$ cat src/rtl/vram_pkg.sv
// Shared VRAM write-path definitions: default widths, the queue entry layout
// and the occupancy-counter width helper.
package vram_pkg;

   localparam int VRAM_ADDR_W = 16;
   localparam int VRAM_DATA_W = 16;

   typedef struct packed {
      logic [VRAM_ADDR_W-1:0] address;
      logic [VRAM_DATA_W-1:0] data;
   } vram_wr_entry_t;

   // The counter has to represent 0..DEPTH inclusive, so it needs one extra bit.
   function automatic int fifo_count_w(input int depth_log2);
      return depth_log2 + 1;
   endfunction

endpackage

$ cat src/rtl/vram_queue_mem.sv
// Entry storage for the VRAM write queue: flop array, one synchronous write
// port and one asynchronous read port. Kept separate so a macro can replace it.
module vram_queue_mem #(
   parameter int DEPTH_LOG2 = 5,
   parameter int WIDTH      = 32
) (
   input  logic                  clk,
   input  logic                  wr_en,
   input  logic [DEPTH_LOG2-1:0] wr_idx,
   input  logic [WIDTH-1:0]      wr_entry,
   input  logic [DEPTH_LOG2-1:0] rd_idx,
   output logic [WIDTH-1:0]      rd_entry
);

   localparam int DEPTH = 1 << DEPTH_LOG2;

   // Storage is deliberately not reset; the head is only meaningful when non-empty.
   logic [WIDTH-1:0] mem_q [0:DEPTH-1];

   always_ff @(posedge clk) begin
      if (wr_en) mem_q[wr_idx] <= wr_entry;
   end

   assign rd_entry = mem_q[rd_idx];

endmodule

$ cat src/rtl/vram_write_queue.sv
// Write-posting FIFO between the CPU VRAM write port and the VRAM arbiter.
// Optional write coalescing into the newest entry: define VRAM_FIFO_COALESCE_EN.
module vram_write_queue
   import vram_pkg::*;
#(
   parameter int DATA_WIDTH        = VRAM_DATA_W,
   parameter int ADDRESS_WIDTH     = VRAM_ADDR_W,
   parameter int DEPTH_LOG2        = 5,
   parameter int ALMOST_FULL_LEVEL = (1 << DEPTH_LOG2) - 4
) (
   input  logic                     clk,
   input  logic                     reset_n,
   input  logic                     wr_valid,
   output logic                     wr_ready,
   input  logic [ADDRESS_WIDTH-1:0] wr_address,
   input  logic [DATA_WIDTH-1:0]    wr_data,
   output logic                     rd_valid,
   input  logic                     rd_ready,
   output logic [ADDRESS_WIDTH-1:0] rd_address,
   output logic [DATA_WIDTH-1:0]    rd_data,
   output logic [DEPTH_LOG2:0]      items_count,
   output logic                     almost_full,
   output logic                     full,
   output logic                     empty,
   output logic                     overrun,
   output logic                     underrun,
   input  logic                     clear_errors
);

   localparam int DEPTH   = 1 << DEPTH_LOG2;
   localparam int PTR_W   = DEPTH_LOG2;
   localparam int CNT_W   = fifo_count_w(DEPTH_LOG2);
   localparam int ENTRY_W = ADDRESS_WIDTH + DATA_WIDTH;

   typedef struct packed {
      logic [ADDRESS_WIDTH-1:0] address;
      logic [DATA_WIDTH-1:0]    data;
   } entry_t;

   logic [PTR_W-1:0] wr_ptr_q, wr_ptr_d;
   logic [PTR_W-1:0] rd_ptr_q, rd_ptr_d;
   logic [CNT_W-1:0] count_q, count_d;
   logic             overrun_q, overrun_d;
   logic             underrun_q, underrun_d;

   logic             push, pop, mem_we;
   logic [PTR_W-1:0] mem_idx;
   entry_t           wr_entry, head;

   assign empty       = (count_q == '0);
   assign full        = (count_q == CNT_W'(DEPTH));
   assign almost_full = (count_q >= CNT_W'(ALMOST_FULL_LEVEL));
   assign items_count = count_q;
   assign rd_valid    = !empty;
   assign overrun     = overrun_q;
   assign underrun    = underrun_q;
   assign pop         = rd_valid & rd_ready;
   assign wr_entry    = '{address: wr_address, data: wr_data};
   assign rd_address  = head.address;
   assign rd_data     = head.data;

`ifdef VRAM_FIFO_COALESCE_EN
   // Address of the newest entry; coalesced writes never change it.
   logic [ADDRESS_WIDTH-1:0] last_addr_q, last_addr_d;
   logic                     coalesce;

   // A newest entry that is being popped as the sole occupant cannot be merged into.
   assign coalesce = wr_valid & !empty & (wr_address == last_addr_q) &
                     ((count_q > CNT_W'(1)) | !pop);
   assign wr_ready = !full | rd_ready | coalesce;
   assign push     = wr_valid & wr_ready & !coalesce;
   assign mem_we   = push | coalesce;
   assign mem_idx  = coalesce ? (wr_ptr_q - PTR_W'(1)) : wr_ptr_q;

   always_comb begin
      last_addr_d = last_addr_q;
      if (push) last_addr_d = wr_address;
   end

   always_ff @(posedge clk or negedge reset_n) begin
      if (!reset_n) last_addr_q <= '0;
      else          last_addr_q <= last_addr_d;
   end
`else
   assign wr_ready = !full | rd_ready;
   assign push     = wr_valid & wr_ready;
   assign mem_we   = push;
   assign mem_idx  = wr_ptr_q;
`endif

   always_comb begin
      wr_ptr_d = wr_ptr_q;
      rd_ptr_d = rd_ptr_q;
      count_d  = count_q;
      if (push) wr_ptr_d = wr_ptr_q + PTR_W'(1);
      if (pop)  rd_ptr_d = rd_ptr_q + PTR_W'(1);
      case ({push, pop})
         2'b10:   count_d = count_q + CNT_W'(1);
         2'b01:   count_d = count_q - CNT_W'(1);
         default: count_d = count_q;
      endcase
      // A new error event outranks a coincident clear.
      overrun_d  = (wr_valid & !wr_ready) | (overrun_q & !clear_errors);
      underrun_d = (rd_ready & empty) | (underrun_q & !clear_errors);
   end

   always_ff @(posedge clk or negedge reset_n) begin
      if (!reset_n) begin
         wr_ptr_q   <= '0;
         rd_ptr_q   <= '0;
         count_q    <= '0;
         overrun_q  <= 1'b0;
         underrun_q <= 1'b0;
      end else begin
         wr_ptr_q   <= wr_ptr_d;
         rd_ptr_q   <= rd_ptr_d;
         count_q    <= count_d;
         overrun_q  <= overrun_d;
         underrun_q <= underrun_d;
      end
   end

   vram_queue_mem #(
      .DEPTH_LOG2 (DEPTH_LOG2),
      .WIDTH      (ENTRY_W)
   ) u_mem (
      .clk      (clk),
      .wr_en    (mem_we),
      .wr_idx   (mem_idx),
      .wr_entry (wr_entry),
      .rd_idx   (rd_ptr_q),
      .rd_entry (head)
   );

endmodule
$ cat config.mk
export PLATFORM = sky130hd
export DESIGN_NAME = vram_write_queue
export DESIGN_NICKNAME = d
export VERILOG_FILES = /design/src/rtl/vram_pkg.sv /design/src/rtl/vram_queue_mem.sv /design/src/rtl/vram_write_queue.sv
export SDC_FILE = /design/constraint.sdc
export NUM_CORES = 1
export LEC_CHECK = 0
export BUFFER_PORTS_ARGS = -buffer_cell sky130_fd_sc_hd__buf_2
export CORE_UTILIZATION = 61
export DETAILED_ROUTE_END_ITERATION = 8
export PLACE_DENSITY = 0.82
export SYNTH_ARGS = -nofsm -noshare
export SYNTH_HDL_FRONTEND = slang
export SYNTH_HIERARCHICAL = 1
export SYNTH_SLANG_ARGS = --single-unit
$ cat constraint.sdc
create_clock -name clk -period 4.7 [get_ports clk]
set_input_delay 0.47 -clock clk [delete_from_list [all_inputs] [get_ports clk]]
set_output_delay 0.47 -clock clk [all_outputs]
set_load 0.05 [all_outputs]
### After elaboration in Yosys (flattened, before gate mapping)

Memories as Yosys holds them, arrays and structs flattened.
Index checks and enable logic that the tools add are counted.
W data, S select, Z words.

* add/sub/neg operators: 4
* order comparisons: 1
* equal/unequal tests: 3
* mux-type cells: 3
* bitwise logic cells: 9
* reductions and logical operators: 6

Operators by type and width (count)
* $pmux W6 S2: 1
* $add A5 B1 Y5 const B: 2
* $add A6 B1 Y6 const B: 1
* $and A1 B1 Y1: 6
* $eq A6 B6 Y1 const B: 1
* $ge A6 B5 Y1 const B: 1
* $logic_not A6 Y1: 1
* $sub A6 B1 Y6 const B: 1
* $logic_not A1 Y1: 4
* $or A1 B1 Y1: 3
* $eq A2 B1 Y1 const B: 1
* $eq A2 B2 Y1 const B: 1
* $mux W1: 2
* $reduce_bool A2 Y1: 1

* register bits after elaboration: 18
* RAM bits: 1024
* bits of input ports: 37
* word-level logic and storage cells: 32
* memories kept: 1

Memories
* u_mem.mem_q: depth 32, bits a word 32, rd ports 1, clocked after Yosys merged registers in 0, wr ports 1, RTL line vram_queue_mem.sv:18 `logic [WIDTH-1:0] mem_q [0:DEPTH-1];`

### Depth between registers and ports, before layout

* depth in word-level cells: 6
* gate-level depth with buffers: 10
* depth with buffers taken out: 10

### Hierarchy

The synthesis kept the hierarchy.

Modules (own cells, without submodules)
* vram_queue_mem: instances 1, cells each 2228, area each 39844.5 sq um, sequential area each 30749.5 sq um
* vram_write_queue: instances 1, cells each 96, area each 1038.5 sq um, sequential area each 450.4 sq um

### Least setup slack after synthesis

Ideal clock, no wire load.

* path kind: register to register
* from: register count_q[0] (netlist: items_count[0])
* to: memory u_mem.mem_q[28][0], enable pin
* setup time: 0.421 ns
* arrival time: 3.559 ns
* required time: 4.279 ns
* path slack: 0.719 ns
* stages on the path, launching flop included: 8
* buffers on the path: 1
* clock period less this slack: 3.981 ns
* path through: dfrtp_1 -> nor3_4 -> nand2_1 -> nand2_1 -> inv_2 -> or3b_2 -> clkbuf_1 -> nor2_1

* cells in the longest elaborated chain, start to end: 6

RTL lines
* start, declared: RTL line vram_write_queue.sv:42 `logic [CNT_W-1:0] count_q, count_d;`
* start signal, assigned: RTL line vram_write_queue.sv:117 `count_q <= count_d;`
* $eq A6 B6 Y1: RTL line vram_write_queue.sv:51 `assign full = (count_q == CNT_W'(DEPTH));`
* $logic_not A1 Y1: RTL line vram_write_queue.sv:85 `assign wr_ready = !full | rd_ready;`
* $or A1 B1 Y1: RTL line vram_write_queue.sv:85
* net wr_ready: RTL line vram_write_queue.sv:14 `output logic wr_ready,`
* $and A1 B1 Y1: RTL line vram_write_queue.sv:86 `assign push = wr_valid & wr_ready;`
* net mem_we: RTL line vram_write_queue.sv:46 `logic push, pop, mem_we;`
* $mux W1: RTL line vram_queue_mem.sv:21 `if (wr_en) mem_q[wr_idx] <= wr_entry;`
* $mux W1 (implied by the code): RTL line vram_queue_mem.sv:21
* end, declared: RTL line vram_queue_mem.sv:18

The timed path passes the listed nets, and every way through them passes these cells.

### Worst setup path after layout

* from: register rd_ptr_q[2]
* to: output rd_data[12]

* cells in the longest elaborated chain, start to end: 1

RTL lines
* start, declared: RTL line vram_write_queue.sv:41 `logic [PTR_W-1:0] rd_ptr_q, rd_ptr_d;`
* start signal, assigned: RTL line vram_write_queue.sv:116 `rd_ptr_q <= rd_ptr_d;`
* $mem_v2 Z32 W32
* end, declared: RTL line vram_write_queue.sv:20 `output logic [DATA_WIDTH-1:0] rd_data,`

No other way between the ends.

==> flow_summary_export.csv <==
group,metric,value,unit
status,status,"complete, but fails checks",
status,violations,"design-rule violations",
clock_tree,tritoncts,"done",
power_and_ir_drop,power.internal,18.6,mW
worst_setup_path,critPathLaunch,"rd_ptr_q[2]",
power_and_ir_drop,leakagePower,16.1,nW
clock_tree,clk_latency,0.67,ns
clock_tree,clkTransAtPathRegs,0.06,ns
route,vias,22700,
synth,yosysSeqAreaShare,76.3,%
placed_design,routabilityCongestion,0.836,
clock_tree,cts_num_sinks,1042,
final_layout,drive_above_1_share,13.7,%
worst_setup_path,cp-start-kind,"register",
final_layout,fin_util,69.4,%
route,viasPerCell,6.70,
worst_setup_path,arrival,3.72,ns
sta,max_clock_freq,239,MHz
route,drt_first_pass_iters,9,
synth,synthFlopType,"edfxtp_1",
route,drt_iter0_markers,2629,
global_routing,grt_max_degree,70,
sta,hold_ws,0.0233,ns
worst_setup_path,cp_slowest_cell,"and2b_4",
synth,synth-edff-count,1024,
final_layout,final_nets,2493,
worst_setup_path,r2r-end,"u_mem/mem_q[21][3]",
synth,synth_top_area_share,75.2,%
route,ant_nets,0,
worst_setup_path,crit_buf_inv,2,
clock_tree,cts_buffer_depth,3,
power_and_ir_drop,power_density,636,nW/um^2
global_routing,grt_pass1_wl,144000,microns
synth,synthArstFlopShare,1.73,%
route,wl,98200,microns
die,pin_count,82,
synth,synth_top_area_cell,"edfxtp_1",
worst_setup_path,path_max_fanout,36,
clock_tree,cts_resized,0,
clock_tree,htreeDepth,3,
synth,synth_cell_types,50,
synth,synth_area,40900,sq um
sta,rsz0062_at_grt,"false",
power_and_ir_drop,netSwitchingPower,10.5,mW
synth,synth_nets,2369,
power_and_ir_drop,clkPwrFrac,27.1,%
global_routing,track_usage,29.1,%
synth,ys_ff_latch,1042,
die,die_h,261,microns
synth,yosysWarnings,6,
global_routing,grt_remaining_overflow,0,
die,coreArea,66000,sq um
worst_setup_path,endpoint_kind,"output port",
synth,syn_area_per_cell,17.6,sq um
min_path,whs_path_depth,2,
synth,syn_inst,2324,
clock_tree,postCtsSetupBuffers,0,
sta,fin_crit_sh,89.1,%
global_routing,antenna_found_initial,1,
final_layout,syn2layout_area_growth,12.1,%
worst_setup_path,critPathKind,"register to output port",
worst_setup_path,reg2reg_slack,1.27,ns
min_path,hp-class,"input port to register",
sta,tightest_slew,1.24,ns
power_and_ir_drop,finalPower,29.1,mW
flow_run,cap_violations,0,
power_and_ir_drop,power_frac_comb,34.3,%
final_layout,fillers,3833,
synth,synth_area_leaders,"edfxtp_1 75%, mux2i_1 13%, a22oi_1 1.8%",
power_and_ir_drop,swShare,36.2,%
global_routing,grt_pass1_vias,22800,
route,drc,10,
clock_tree,ctsRootBufferMaster,"clkbuf_16",
placed_design,place_hpwl,56700,microns
die,dieArea,68100,sq um
sta,setup_viol,0,
power_and_ir_drop,ir_drop,439,uV
worst_setup_path,slowest_delay,0.71,ns
sta,finalMaxSlewViolations,0,
sta,finClkSkew,0.0204,ns
sta,hold_viol_final,0,
sta,period_needed,4.19,ns
worst_setup_path,reg2reg_depth,7,
worst_setup_path,r2r-start,"items_count[5]",
die,die_x,261,microns
die,start_util,62.0,%
worst_setup_path,path_cells,"and2b_4 -> buf_4 -> a22oi_1 -> a31oi_1 -> nand3_1 -> buf_2",
worst_setup_path,critPathRequiredTime,4.23,ns
min_path,min_to,"overrun",
sta,relSlewSlack,17.3,%
die,fp-row-count,94,
min_path,min_from,"clear_errors",
sta,setup_tns,0,ns
power_and_ir_drop,p_seq_share,38.6,%
clock_tree,cts_buffers,95,
route,post_drt_wl_per_cell,29.0,microns
worst_setup_path,cp_top_family,"simple AND/OR/NAND/NOR gates",
placed_design,portBuffers,81,
worst register-to-register path: stages, from the launching register on:
cell	delay (ns)
dfrtp_1	0.44
nor4b_2	0.20
nand2_1	0.09
nand2_1	0.18
inv_2	0.21
nand3b_1	0.73
nor2_4	0.80
buf_4	0.45
cell type report:
type	count	area [sq um]	area share, %
clock buffer	117	2610	5.69
multi-input combinational	1144	9160	20.0
antenna	1	2.50	0.00546
tap	864	1080	2.36
clock inverter	58	602	1.31
inverter	10	37.5	0.0819
timing repair buffer	155	1130	2.46
sequential	1042	31200	68.1
power groups by stage:
| stage | registers [mW] | logic (mW) | clock network (mW) |
|---|---|---|---|
| 6_report | 11.3 | 9.99 | 7.88 |
| 5_1_grt | 11.3 | 10.3 | 8.26 |
| 3_3_place_gp | 11.4 | 9.50 | 0 |
| 3_5_place_dp | 11.4 | 9.72 | 0 |
| 4_1_cts | 11.2 | 9.83 | 7.93 |
| 2_1_floorplan | 11.4 | 6.81 | 0 |
through the flow:
step / setup WS (ns) / cell area, sq um / instances
after floorplan: 0.719 / 40900 / 2324
after global placement: 1.41 / 42600 / 3214
after detailed placement: 1.35 / 42600 / 3214
after CTS: 0.661 / 45800 / 3390
after global routing: 0.559 / 45800 / 3390
final: 0.513 / 45800 / 3391
worst max-delay path by stage:
stage	slack, ns	cells past startpoint	end
2_1_floorplan	0.72	7	u_mem/mem_q[28][0]
4_1_cts	0.66	6	rd_data[12]
6_report	0.51	6	rd_data[12]
5_1_grt	0.56	6	rd_data[12]
3_3_place_gp	1.41	8	u_mem/mem_q[21][5]
3_5_place_dp	1.35	6	rd_data[12]
cells in the final DEF, fill, tap and decap left out, types with 2 or more instances in the layout:
cell type / instances
buf_2: 81
dfrtp_1: 17
clkinv_1: 24
nor2b_1: 3
xnor2_1: 7
clkbuf_16: 100
clkinv_2: 11
nand2_1: 106
ha_1: 7
nor3_1: 32
a22o_1: 64
nand4_1: 4
a21oi_1: 98
a31oi_1: 32
nor3b_1: 2
clkbuf_8: 4
nor2_1: 4
inv_1: 9
buf_4: 60
nand3_1: 101
clkinvlp_4: 6
clkinv_4: 3
or3b_2: 3
buf_12: 13
o21ai_0: 5
nor2_4: 33
xor2_1: 4
a22oi_1: 96
nand2b_2: 2
nand3b_1: 5
edfxtp_1: 1024
clkbuf_1: 13
mux2i_1: 513
bufinv_16: 12
logic make-up after synthesis:
logic type / synth area share (%)
compound gates: 5.16
xor+xnor: 0.236
fa+ha+maj: 0.263
buf+inv: 1.94
flops: 76.3
mux: 12.6
simple gates: 3.46
timing repair:
action                     CTS  global route
setup endpoints to repair    0             0
hold buffers                 1             0
hold endpoints to repair    18             0
routing by layer:
| metal | part of all wire [%] | GRT usage [%] | up-vias |
|---|---|---|---|
| li1 | - | - | 9460 |
| met1 | 37 | 39.1 | 11500 |
| met2 | 49 | 47.6 | 1505 |
| met3 | 11 | 5.38 | 208 |
| met4 | 3.0 | 11.0 | 2 |
| met5 | 0.013 | 0 | - |
synthesized netlist by cell type (all sizes together), types with 2 or more instances:
cell type,instances
nor2b,4
buf,79
a31oi,33
xor2,4
a21oi,98
nand3,101
or3b,3
nor3,33
clkbuf,49
ha,7
mux2i,513
xnor2,7
nor3b,2
nand3b,5
nand4,4
nand2,107
inv,10
mux2,2
o21ai,5
nand2b,2
a22oi,96
edfxtp,1024
a22o,64
nor2,37
dfrtp,18
state kept, by name, summed over array words and instances, names as in the netlist:
signal / count
items_count: 6
mem_idx: 5
overrun: 1
rd_ptr_q: 5
u_mem/mem_q: 1024
underrun: 1
(Power assumes the default switching activity.)
